File: config.mk
export PLATFORM = sky130hd
export DESIGN_NAME = framebuffer_scanout
export DESIGN_NICKNAME = d
export VERILOG_FILES = /design/src/rtl/framebuffer_scanout.sv
export SDC_FILE = /design/constraint.sdc
export NUM_CORES = 1
export LEC_CHECK = 0
export ABC_AREA = 1
export CAP_MARGIN = 20
export CORE_MARGIN = 2
export CORE_UTILIZATION = 30
export DETAILED_ROUTE_END_ITERATION = 8
export GPL_ROUTABILITY_DRIVEN = 0
export PLACE_DENSITY = 0.42
export SYNTH_ARGS = -nofsm -noshare
export SYNTH_HDL_FRONTEND = slang
export SYNTH_SLANG_ARGS = --single-unit
File: constraint.sdc
create_clock -name clk_rgb -period 4.3 [get_ports clk_rgb]
set_clock_uncertainty 0.1 [all_clocks]
set_input_delay 0.43 -clock clk_rgb [delete_from_list [all_inputs] [get_ports clk_rgb]]
set_output_delay 0.43 -clock clk_rgb [all_outputs]
set_load 0.01 [all_outputs]
File: src/rtl/framebuffer_scanout.sv
// framebuffer_scanout: turns iterator x/y/hs/vs/de into panel RGB.
// Scaled fetch from a double-buffered index framebuffer, 16-entry palette
// lookup, sideband delay matching and vsync-synchronised page flips.
// Optional build macro FRAMEBUFFER_SCANOUT_TEST_PATTERN_EN replaces the
// framebuffer/palette colour with an x/y gradient test pattern.
module framebuffer_scanout #(
  parameter int X_WIDTH     = 10,
  parameter int Y_WIDTH     = 9,
  parameter int FB_W        = 160,
  parameter int FB_H        = 120,
  parameter int SCALE_SHIFT = 2,
  parameter int RAM_LATENCY = 1,
  localparam int FB_AW      = $clog2(2 * FB_W * FB_H)
) (
  input  logic               clk_rgb,
  input  logic               rst,
  input  logic [X_WIDTH-1:0] x,
  input  logic [Y_WIDTH-1:0] y,
  input  logic               hs,
  input  logic               vs,
  input  logic               de,
  output logic [FB_AW-1:0]   fb_addr,
  output logic               fb_rd,
  input  logic [3:0]         fb_data,
  input  logic               pal_we,
  input  logic [3:0]         pal_idx,
  input  logic [23:0]        pal_rgb,
  input  logic               swap_req,
  output logic               swap_ack,
  output logic               page,
  output logic               frame_start,
  output logic [23:0]        rgb,
  output logic               hs_o,
  output logic               vs_o,
  output logic               de_o
);

  // Sideband that travels alongside the RAM read.
  typedef struct packed {
    logic       hs;
    logic       vs;
    logic       de;
    logic       oob;
`ifdef FRAMEBUFFER_SCANOUT_TEST_PATTERN_EN
    logic [7:0] x;
    logic [7:0] y;
`endif
  } sb_t;

  typedef enum logic {
    SWAP_IDLE,
    SWAP_PENDING
  } swap_state_t;

  // ---------------------------------------------------------------------
  // Address generation
  // ---------------------------------------------------------------------
  logic [31:0]      fx;
  logic [31:0]      fy;
  logic             in_range;
  logic [FB_AW-1:0] addr_next;

  // Scale screen coordinates down and form the linear page address.
  always_comb begin
    fx        = 32'(x) >> SCALE_SHIFT;
    fy        = 32'(y) >> SCALE_SHIFT;
    in_range  = (fx < 32'(FB_W)) && (fy < 32'(FB_H));
    addr_next = (page ? FB_AW'(FB_W * FB_H) : '0)
              + FB_AW'(fy) * FB_AW'(FB_W)
              + FB_AW'(fx);
  end

  // ---------------------------------------------------------------------
  // Stage A: registered address, read strobe and sideband
  // ---------------------------------------------------------------------
  sb_t a_sb;

  // Stage A captures the fetch address and the sideband for this pixel.
  always_ff @(posedge clk_rgb) begin
    if (rst) begin
      fb_addr <= '0;
      fb_rd   <= 1'b0;
      a_sb    <= '0;
    end else begin
      fb_addr  <= addr_next;
`ifdef FRAMEBUFFER_SCANOUT_TEST_PATTERN_EN
      fb_rd    <= 1'b0;
      a_sb.x   <= x[7:0];
      a_sb.y   <= y[7:0];
`else
      fb_rd    <= de & in_range;
`endif
      a_sb.hs  <= hs;
      a_sb.vs  <= vs;
      a_sb.de  <= de;
      a_sb.oob <= ~in_range;
    end
  end

  // ---------------------------------------------------------------------
  // RAM-latency matching delay line
  // ---------------------------------------------------------------------
  sb_t [RAM_LATENCY-1:0] rd_pipe;
  sb_t                   p_sb;

  if (RAM_LATENCY == 1) begin : g_rd_one
    // Single-cycle RAM: one sideband register.
    always_ff @(posedge clk_rgb) begin
      if (rst) rd_pipe <= '0;
      else     rd_pipe <= a_sb;
    end
  end else begin : g_rd_multi
    // Multi-cycle RAM: shift the sideband one slot per cycle.
    always_ff @(posedge clk_rgb) begin
      if (rst) rd_pipe <= '0;
      else     rd_pipe <= {rd_pipe[RAM_LATENCY-2:0], a_sb};
    end
  end

  assign p_sb = rd_pipe[RAM_LATENCY-1];

  // ---------------------------------------------------------------------
  // Palette register file
  // ---------------------------------------------------------------------
  logic [23:0] pal [16];

  // Palette write port; readers in the same cycle see the old entry.
  always_ff @(posedge clk_rgb) begin
    if (rst)         pal <= '{default: '0};
    else if (pal_we) pal[pal_idx] <= pal_rgb;
  end

  // ---------------------------------------------------------------------
  // Stage P: colour lookup and aligned sync outputs
  // ---------------------------------------------------------------------
  logic [23:0] pixel;

  // Pick the colour for the pixel leaving the RAM stage.
  always_comb begin
`ifdef FRAMEBUFFER_SCANOUT_TEST_PATTERN_EN
    pixel = {p_sb.x, p_sb.y, 8'h80};
`else
    pixel = pal[p_sb.oob ? 4'h0 : fb_data];
`endif
  end

  // Stage P registers colour and sync, blanking colour outside de.
  always_ff @(posedge clk_rgb) begin
    if (rst) begin
      rgb  <= '0;
      hs_o <= 1'b0;
      vs_o <= 1'b0;
      de_o <= 1'b0;
    end else begin
      rgb  <= p_sb.de ? pixel : '0;
      hs_o <= p_sb.hs;
      vs_o <= p_sb.vs;
      de_o <= p_sb.de;
    end
  end

  // ---------------------------------------------------------------------
  // Page flip and frame markers
  // ---------------------------------------------------------------------
  swap_state_t swap_state;
  swap_state_t swap_state_next;
  logic        vs_prev;
  logic        vs_rise;
  logic        flip;

  // Swap state register.
  always_ff @(posedge clk_rgb) begin
    if (rst) swap_state <= SWAP_IDLE;
    else     swap_state <= swap_state_next;
  end

  // A request arriving on the vsync edge itself flips without going pending.
  always_comb begin
    swap_state_next = swap_state;
    flip            = 1'b0;
    vs_rise         = vs & ~vs_prev;
    unique case (swap_state)
      SWAP_IDLE: begin
        if (swap_req) begin
          if (vs_rise) flip = 1'b1;
          else         swap_state_next = SWAP_PENDING;
        end
      end
      SWAP_PENDING: begin
        if (vs_rise) begin
          flip            = 1'b1;
          swap_state_next = SWAP_IDLE;
        end
      end
      default: swap_state_next = SWAP_IDLE;
    endcase
  end

  // Displayed page, flip acknowledge and frame-start pulse.
  always_ff @(posedge clk_rgb) begin
    if (rst) begin
      page        <= 1'b0;
      swap_ack    <= 1'b0;
      frame_start <= 1'b0;
      vs_prev     <= 1'b0;
    end else begin
      vs_prev     <= vs;
      swap_ack    <= flip;
      frame_start <= vs_prev & ~vs;
      if (flip) page <= ~page;
    end
  end

endmodule

==> results of run 1 <==
## synth_stat cells (2+ instances only)
library cell / n / area, µm²
dfxtp_1: 440 / 8810
o21ai_0: 415 / 2080
a21oi_1: 353 / 1770
nor2_1: 349 / 1310
inv_1: 273 / 1020
nand2_1: 144 / 541
nand3_1: 143 / 716
o211ai_1: 107 / 803
clkbuf_1: 102 / 383
o21ai_1: 74 / 370
buf_2: 72 / 360
buf_6: 21 / 236
ha_1: 17 / 213
inv_2: 16 / 60.1
clkbuf_2: 12 / 60.1
buf_1: 7 / 26.3
buf_4: 7 / 52.6
nor2_4: 6 / 67.6
fa_1: 2 / 40.0
nand3b_1: 2 / 15.0
## power groups by stage
stage                     logic (mW)  clock network [mW]  registers, mW
after detailed placement       0.984                   0           4.31
after global placement         0.974                   0           4.31
final                          0.980                4.40           4.22
after floorplan                0.625                   0           4.32
after CTS                      0.986                4.53           4.22
after global routing            1.10                4.68           4.23
## per-layer routing
layer | vias to the layer above | share of wire | wire, µm
met1 | 7935 | 0.48 | 30900
met3 | 106 | 0.043 | 2790
met4 | 2 | 0.024 | 1530
met2 | 390 | 0.45 | 29200
li1 | 8449 | - | -
met5 | - | 0.00020 | 13
## cell type report
class / instances / area (µm²)
clock buffer: 87 / 1650
clock inverter: 5 / 65.1
fill: 6608 / 40800
inverter: 290 / 1100
multi-input combinational: 1621 / 8020
sequential: 440 / 8810
tap: 846 / 1060
timing repair buffer: 133 / 1320
## tightest hold or removal path, stage by stage
cell             delay (ns)
clkdlybuf4s50_1        0.40
inv_1                  0.05
nor2_1                 0.03
## state kept, by name, summed over array words and instances, names as in the netlist
register     count
rgb             24
a_sb             3
hs_o             1
vs_o             1
p_sb             4
de_o             1
fb_addr         16
page             1
swap_state       1
frame_start      1
swap_ack         1
vs_prev          1
pal            384
fb_rd            1
## cell families (layout without fill, tap and decap cells)
| group | count (synthesis) | in the layout | share of synthesized area |
|---|---|---|---|
| flops | 440 | 440 | 0.463 |
| buf+inv | 511 | 515 | 0.116 |
| compound gates | 950 | 950 | 0.264 |
| fa+ha+maj | 19 | 19 | 0.0133 |
| simple gates | 650 | 650 | 0.142 |
| xor+xnor | 2 | 2 | 0.000921 |
## path summary, 6_finish.rpt
check	endpoint	start	slack, ns	depth (start not counted)
worst max-delay path	rgb[23]	p_sb[0]	1.66	9
worst min-delay path	fb_addr[2]	x[4]	0.25	3
worst max register to register	rgb[23]	p_sb[0]	1.66	9
worst min register to register	hs_o	p_sb[3]	0.30	2
## stage by stage
stage               instance area (µm²)  hold WS (ns)  setup WS [ns]  cells  total power, mW
detailed placement                20300         0.298           1.19   3330             5.30
floorplan                         19000         0.288           1.86   2572             4.94
finish                            22000         0.252           1.66   3422             9.60
CTS                               22000         0.221           1.63   3422             9.74
global placement                  20300         0.294           1.19   3330             5.28
global route                      22000         0.231           1.45   3422             10.0
==> out/metrics.cfg, run 1 <==
[clock_tree]
cts.sinks = 440
cts_tree = done
path_clk_slew_ns = 0.06
numCtsBuffers = 52
postCtsHoldBufs = 0
cts_setup_buffers = 0
cts.htree.levels = 2
cts_resized = 0
clockBufferDepth = 3
root_buffer = clkbuf_16
clock_latency_ns = 0.60

[timing]
hold_viol = 0
finalSetupViolations = 0
drv_slew = 0
period_needed_ns = 2.64
fmax_mhz = 379
tightest_slew_ns = 1.10
setup_tns_ns = 0
rsz0062_at_grt = false
fin_crit_sh = 0.613
relSlewSlack = 0.268

[cells_and_area]
mostFrequentLayoutCells = 440 x dfxtp_1, 415 x o21ai_0, 353 x a21oi_1
final_common_cell = dfxtp_1
nets = 2615
drive_above_1_share = 0.0543
utilization = 0.350
area_growth_pct = 15.8
n_antenna_cell = 0

[placed_design]
io_buffers = 100
hpwl_um = 35700

[global_route]
antenna_found_initial = 3
grt_usage = 0.193
overflow = 0
met1_usage = 0.271
grt_pass1_wl_um = 98200
grt.met2_usage = 0.308
grt_pass1_vias = 16000
grt_use_met3 = 0.0252
busiest_layer = met2
grt_start_max_net_pins = 236

[pwr]
seq_power_share = 0.440
intPower_mw = 7.16
power_density_mw_per_mm2 = 436
p_sw_frac = 0.255
ir_worst_vdd_mv = 0.277
p_clk_frac = 0.458
p_comb_frac = 0.102
leakage_nw = 8.37
power_switching_mw = 2.45

[run_status]
status = complete, no violations

[routing]
viasPerCell = 4.93
vias = 16900
drtAntennaViolNets = 0
routed_wirelength_um = 64400
drtIter0Drc = 1348
wl_per_cell_um = 18.8
drc = 0
first_pass_iters = 6

[synthesis]
synth-async-reset-ratio = 0
ys_seq_area_frac = 0.463
netlist-cell-type-count = 30
ys.warnings.count = 0
ys_dominant_reg_cell = dfxtp_1
syn_avg_cell_area_um2 = 7.39
synth_cells = 2572
synth-edff-count = 0
ys_ff_latch = 440
syn_nets = 2649
synth_area_mm2 = 0.0190

[critical_path]
slowest_delay_ns = 0.61
cpMaxStageDelayCell = clkinv_2
cp_top_family = buffers and inverters
arrival_ns = 3.05
cp-end-kind = register
crit_buf_inv = 3
critical_path.most_common_cell = nand3_1
worstPathCellList = inv_2 > nand2_8 > clkinv_2 > buf_12 > nand2_1 > o211ai_1 > nand3_1 > nand3_1 > a21oi_1
cp-start-kind = register
critical_path.max_fanout = 48
critical_path_class = register to register
crit_required_ns = 4.71

[die]
core_mm2 = 0.0629
pin_count = 105
initial_core_util = 0.303
rows = 92
die_x_um = 256
die_h_um = 256
fp.dieArea_mm2 = 0.0654

[flow_run]
maxCapViolCount = 0

[min_path]
hp-class = input pin to register

Power figures use the tool's default switching activity.
==> inputs of run 2 (changes only) <==
- PLACE_DENSITY: 0.42 -> 0.43
- clock period: 4.3 -> 2.1 ns (I/O delays scaled with it)
==> run 2 against run 1 <==
Net effect: worst setup slack got worse by 1.5 ns; flip-flop and latch count is the same; final area increased by 5.4%; sequential share of layout area shrank 2.0 points; total power up 100%; critical path depth is 8 lower; clock power increased by 95%; non-clock buffer count is 104 higher; global-route usage is 0.92 points higher.
==> out/metrics.cfg, run 2 (synthesis gave the netlist of run 1 again) <==
[run_status]
status = complete, no violations

[routing]
wl_met2_um = 30900
drtIter0Drc = 1294
routed_wirelength_um = 67700
vias = 17400
wl_met3_um = 2780
drtAntennaViolNets = 0
drc = 0
viasPerCell = 4.95
top_layer_used = met5
wl_per_cell_um = 19.2
met1_length_um = 32500
first_pass_iters = 5

[pwr]
power_density_mw_per_mm2 = 843
power_switching_mw = 5.03
ir_worst_vdd_mv = 0.482
intPower_mw = 14.5
p_sw_frac = 0.257
seq_power_share = 0.443
p_comb_frac = 0.118
leakage_nw = 9.03
p_clk_frac = 0.439

[critical_path]
slowest_delay_ns = 0.65
cp-start-kind = register
cp_top_family = buffers and inverters
critical_path_class = register to primary output
crit_cells = 1
cp-end-kind = primary output
crit_buf_inv = 1
cpMaxStageDelayCell = clkdlybuf4s50_1
crit_required_ns = 1.79
reg2reg_depth = 9
critical_path.max_fanout = 1
arrival_ns = 1.65
worstPathCellList = clkdlybuf4s50_1

[global_route]
overflow = 0
grt_pass1_wl_um = 103000
grt_start_max_net_pins = 92
grt_pass1_vias = 16500
antenna_found_initial = 2
grt_usage = 0.202

[cells_and_area]
final_area_mm2 = 0.0232
largest_register = pal
drive_above_1_share = 0.0921
nets = 2719
fin_cells = 3518
mostFrequentLayoutCells = 439 x dfxtp_1, 414 x o21ai_0, 352 x a21oi_1
largest_reg_flops = 384
final_common_cell = dfxtp_1
top_regs = pal x384, rgb x24, fb_addr x16
area_growth_pct = 22.0

[min_path]
hp-class = input pin to register
min_path_cells = 3

[placed_design]
post-place-cells = 3433
io_buffers = 100
hpwl_um = 41100
post_dp_cell_area_mm2 = 0.0216

[timing]
fin_crit_sh = 0.933
finalSetupViolations = 0
tightest_slew_ns = 0.771
rsz0062_at_grt = false
fmax_mhz = 511
hold_viol = 0
drv_slew = 0
relSlewSlack = 0.485
period_needed_ns = 1.96

[clock_tree]
clock_latency_ns = 0.59
cts_setup_buffers = 0
numCtsBuffers = 52
cts_tree = done
cts.htree.levels = 2
cts.sinks = 440
path_clk_slew_ns = 0.06
clockBufferDepth = 3
root_buffer = clkbuf_16

[die]
pin_count = 105
die_h_um = 256
initial_core_util = 0.303
fp.dieArea_mm2 = 0.0654
die_x_um = 256
core_mm2 = 0.0629
rows = 92

[flow_run]
maxCapViolCount = 0

-- run 2: changes by cell type in the layout (fill, tap and decap cells not counted), sizes merged --
cell	before	now
dlygate4sd3	0	1
bufinv	1	2
dlymetal6s2s	0	5
dlygate4sd2	0	1
clkinv	4	5
clkdlybuf4s50	99	93
clkinvlp	0	1
buf	34	137
clkbuf	87	77
diode	0	1
inv	290	288
-- run 2: what timing repair did --
action	4_1_cts	5_1_grt
gates resized for setup	2	12
pin swaps	1	3
endpoints found under the setup margin	6	6
hold endpoints to repair	0	1
hold buffers	0	1
-- run 2: layout make-up --
type	instances	area [µm²]
Clock inverter	6	82.6
Tap cell	846	1060
Multi-Input combinational cell	1621	8110
Inverter	290	1100
Timing Repair Buffer	237	2540
Sequential cell	440	8810
Antenna cell	1	2.50
Fill cell	6582	39700
Clock buffer	77	1490
-- run 2: final timing paths --
check,slack [ns],to,startpoint
min reg2reg,0.30,hs_o,p_sb[3]
max,0.14,rgb[6],rgb[6]
max reg2reg,0.20,rgb[16],p_sb[0]
min,0.05,fb_addr[4],x[6]
-- run 2: stage by stage --
| stage | hold slack, ns | TNS [ns] | setup slack, ns | util | power (mW) |
|---|---|---|---|---|---|
| after CTS | 0.0123 | 0 | 0.00157 | 0.368 | 19.8 |
| after global routing | 0.0280 | 0 | 0.0389 | 0.369 | 20.4 |
| final | 0.0463 | 0 | 0.142 | 0.369 | 19.6 |
| after global placement | 0.290 | -4.52 | -0.681 | 0.343 | 11.1 |
| after detailed placement | 0.292 | -4.69 | -0.680 | 0.343 | 11.1 |
| after floorplan | 0.179 | 0 | 0.00186 | - | 10.1 |
-- run 2: power by group through the flow --
stage | logic, mW | clock network (mW) | registers [mW]
floorplan | 1.30 | 0 | 8.84
finish | 2.31 | 8.59 | 8.66
CTS | 2.31 | 8.86 | 8.66
global placement | 2.28 | 0 | 8.84
global route | 2.56 | 9.19 | 8.68
detailed placement | 2.30 | 0 | 8.84
-- run 2: routing by layer --
metal  global-route usage  vias up
met1                0.284     8284
met4               0.0507        2
li1                     -     8672
met5                    0        -
met3               0.0254       95
met2                0.327      347
==> inputs of run 3 (changes only) <==
- CTS_CLUSTER_DIAMETER: default -> 120
- DONT_BUFFER_PORTS: default -> 1
- PLACE_DENSITY: 0.43 -> 0.41
==> run 3 against run 2 <==
Net effect: sequential power about the same; worst setup slack improved by 0.013 ns; critical path depth increased by 7; combinational power decreased by 13%; via count decreased by 3.3%; register-to-register slack got worse by 0.05 ns; total power increased by 0.97%; final area decreased by 4.8%; worst hold slack got worse by 0.026 ns; critical endpoint is now rgb[13]; largest cell class unchanged; highest routed layer unchanged.
==> out/metrics.cfg, run 3 (synthesis gave the netlist of run 1 again) <==
[run_status]
status = complete, no violations

[clock_tree]
clockBufferDepth = 3
cts.htree.levels = 2
root_buffer = clkbuf_16
cts_tree = done
clock_latency_ns = 0.59
numCtsBuffers = 51
path_clk_slew_ns = 0.06
cts.sinks = 440

[timing]
rsz0062_at_grt = false
tightest_slew_ns = 1.02
holdWs_ns = 0.0207
hold_viol = 0
fmax_mhz = 514
period_needed_ns = 1.95
relSlewSlack = 0.318
fin_crit_sh = 0.926
drv_slew = 0
finalSetupViolations = 0

[min_path]
hp-class = input pin to register

[critical_path]
critical_path.most_common_cell = nand3_1
critical_path.max_fanout = 22
critical_path_class = register to register
crit_required_ns = 2.49
slowest_delay_ns = 0.31
worstPathCellList = inv_2 > nand2_1 > inv_6 > buf_4 > o211ai_1 > nand3_1 > nand3_1 > a21oi_1
cpMaxStageDelayCell = buf_4
regToRegSetupSlack_ns = 0.15
cp-end-kind = register
crit_buf_inv = 3
arrival_ns = 2.34
cp-start-kind = register
cp_top_family = buffers and inverters

[die]
core_mm2 = 0.0629
die_h_um = 256
rows = 92
fp.dieArea_mm2 = 0.0654
pin_count = 105
initial_core_util = 0.303
die_x_um = 256

[routing]
first_pass_iters = 5
vias = 16800
top_layer_used = met5
drc = 0
drtIter0Drc = 1028
wl_per_cell_um = 19.9
wl_met2_um = 31700
met1_length_um = 32600
routed_wirelength_um = 68000
drtAntennaViolNets = 0
wl_met3_um = 2730
viasPerCell = 4.93

[global_route]
antenna_found_initial = 3
overflow = 0
grt_pass1_wl_um = 104000
grt_start_max_net_pins = 115
grt_pass1_vias = 15900
grt_usage = 0.204

[cells_and_area]
final_common_cell = dfxtp_1
drive_above_1_share = 0.0706
nFillCells = 6568
mostFrequentLayoutCells = 440 x dfxtp_1, 414 x o21ai_0, 353 x a21oi_1
largest_reg_flops = 384
largest_register = pal
top_regs = pal x384, rgb x24, fb_addr x16
fin_cells = 3411
area_growth_pct = 16.2
nets = 2604

[placed_design]
post-place-cells = 3265
hpwl_um = 37900
io_buffers = 0

[pwr]
leakage_nw = 8.50
power_density_mw_per_mm2 = 894
ir_worst_vdd_mv = 0.577

[flow_run]
maxCapViolCount = 0

## run 3: changes by cell type in the layout (fill, tap and decap cells not counted), sizes merged
cell,change
dlymetal6s2s,-5
bufinv,+1
dlymetal6s4s,+2
buf,-68
inv,-1
dlygate4sd2,-1
clkinvlp,+1
clkbuf,+3
dlygate4sd3,+51
clkdlybuf4s50,-93
clkinv,+3
## run 3: metal layers
| layer | global-route usage | vias to the layer above |
|---|---|---|
| met2 | 0.339 | 297 |
| met3 | 0.0302 | 69 |
| li1 | - | 8450 |
| met5 | 0 | - |
| met1 | 0.283 | 8010 |
| met4 | 0.0388 | 4 |
## run 3: timing repair
item | CTS | global route
hold endpoints to repair | 430 | 0
hold buffers | 55 | 0
resized for setup | 0 | 4
buffers inserted | 0 | 0
endpoints found under the setup margin | 0 | 86
## run 3: path summary, 6_finish.rpt
kind	start	endpoint	depth (start not counted)
max	p_sb[0]	rgb[13]	8
min	fb_data[0]	rgb[0]	4
max reg2reg	p_sb[0]	rgb[13]	8
min reg2reg	a_sb[1]	p_sb[1]	2
## run 3: report_power, final
| part | internal, mW | leakage [nW] | switching (mW) |
|---|---|---|---|
| logic | 0.693 | 4.11 | 1.31 |
| registers | 8.57 | 3.57 | 0.123 |
| clock network | 5.42 | 0.825 | 3.64 |
| total | 14.7 | 8.50 | 5.07 |
## run 3: area by class of cell
cell class / count / area (µm²) / area share
tap: 846 / 1060 / 0.0479
clock inverter: 10 / 130 / 0.00589
inverter: 290 / 1100 / 0.0499
multi-input combinational: 1621 / 8080 / 0.366
sequential: 440 / 8810 / 0.399
timing repair buffer: 123 / 1350 / 0.0611
clock buffer: 80 / 1560 / 0.0705
antenna: 1 / 2.50 / 0.000113
## run 3: through the flow
stage | setup WS, ns | cell area [µm²] | utilization | TNS (ns) | power, mW
after floorplan | 0.00186 | 19100 | - | 0 | 10.1
after global routing | 0.00839 | 22100 | 0.352 | 0 | 20.6
after CTS | 0.00885 | 22100 | 0.351 | 0 | 20.0
final | 0.155 | 22100 | 0.352 | 0 | 19.8
after global placement | -0.131 | 19800 | 0.315 | -0.549 | 10.6
after detailed placement | -0.132 | 19800 | 0.315 | -0.601 | 10.6
## run 3: tightest hold or removal path, cell delays in order
cell	delay [ns]
o211ai_1	0.14
nand3_1	0.08
nand3_1	0.12
a21oi_1	0.09
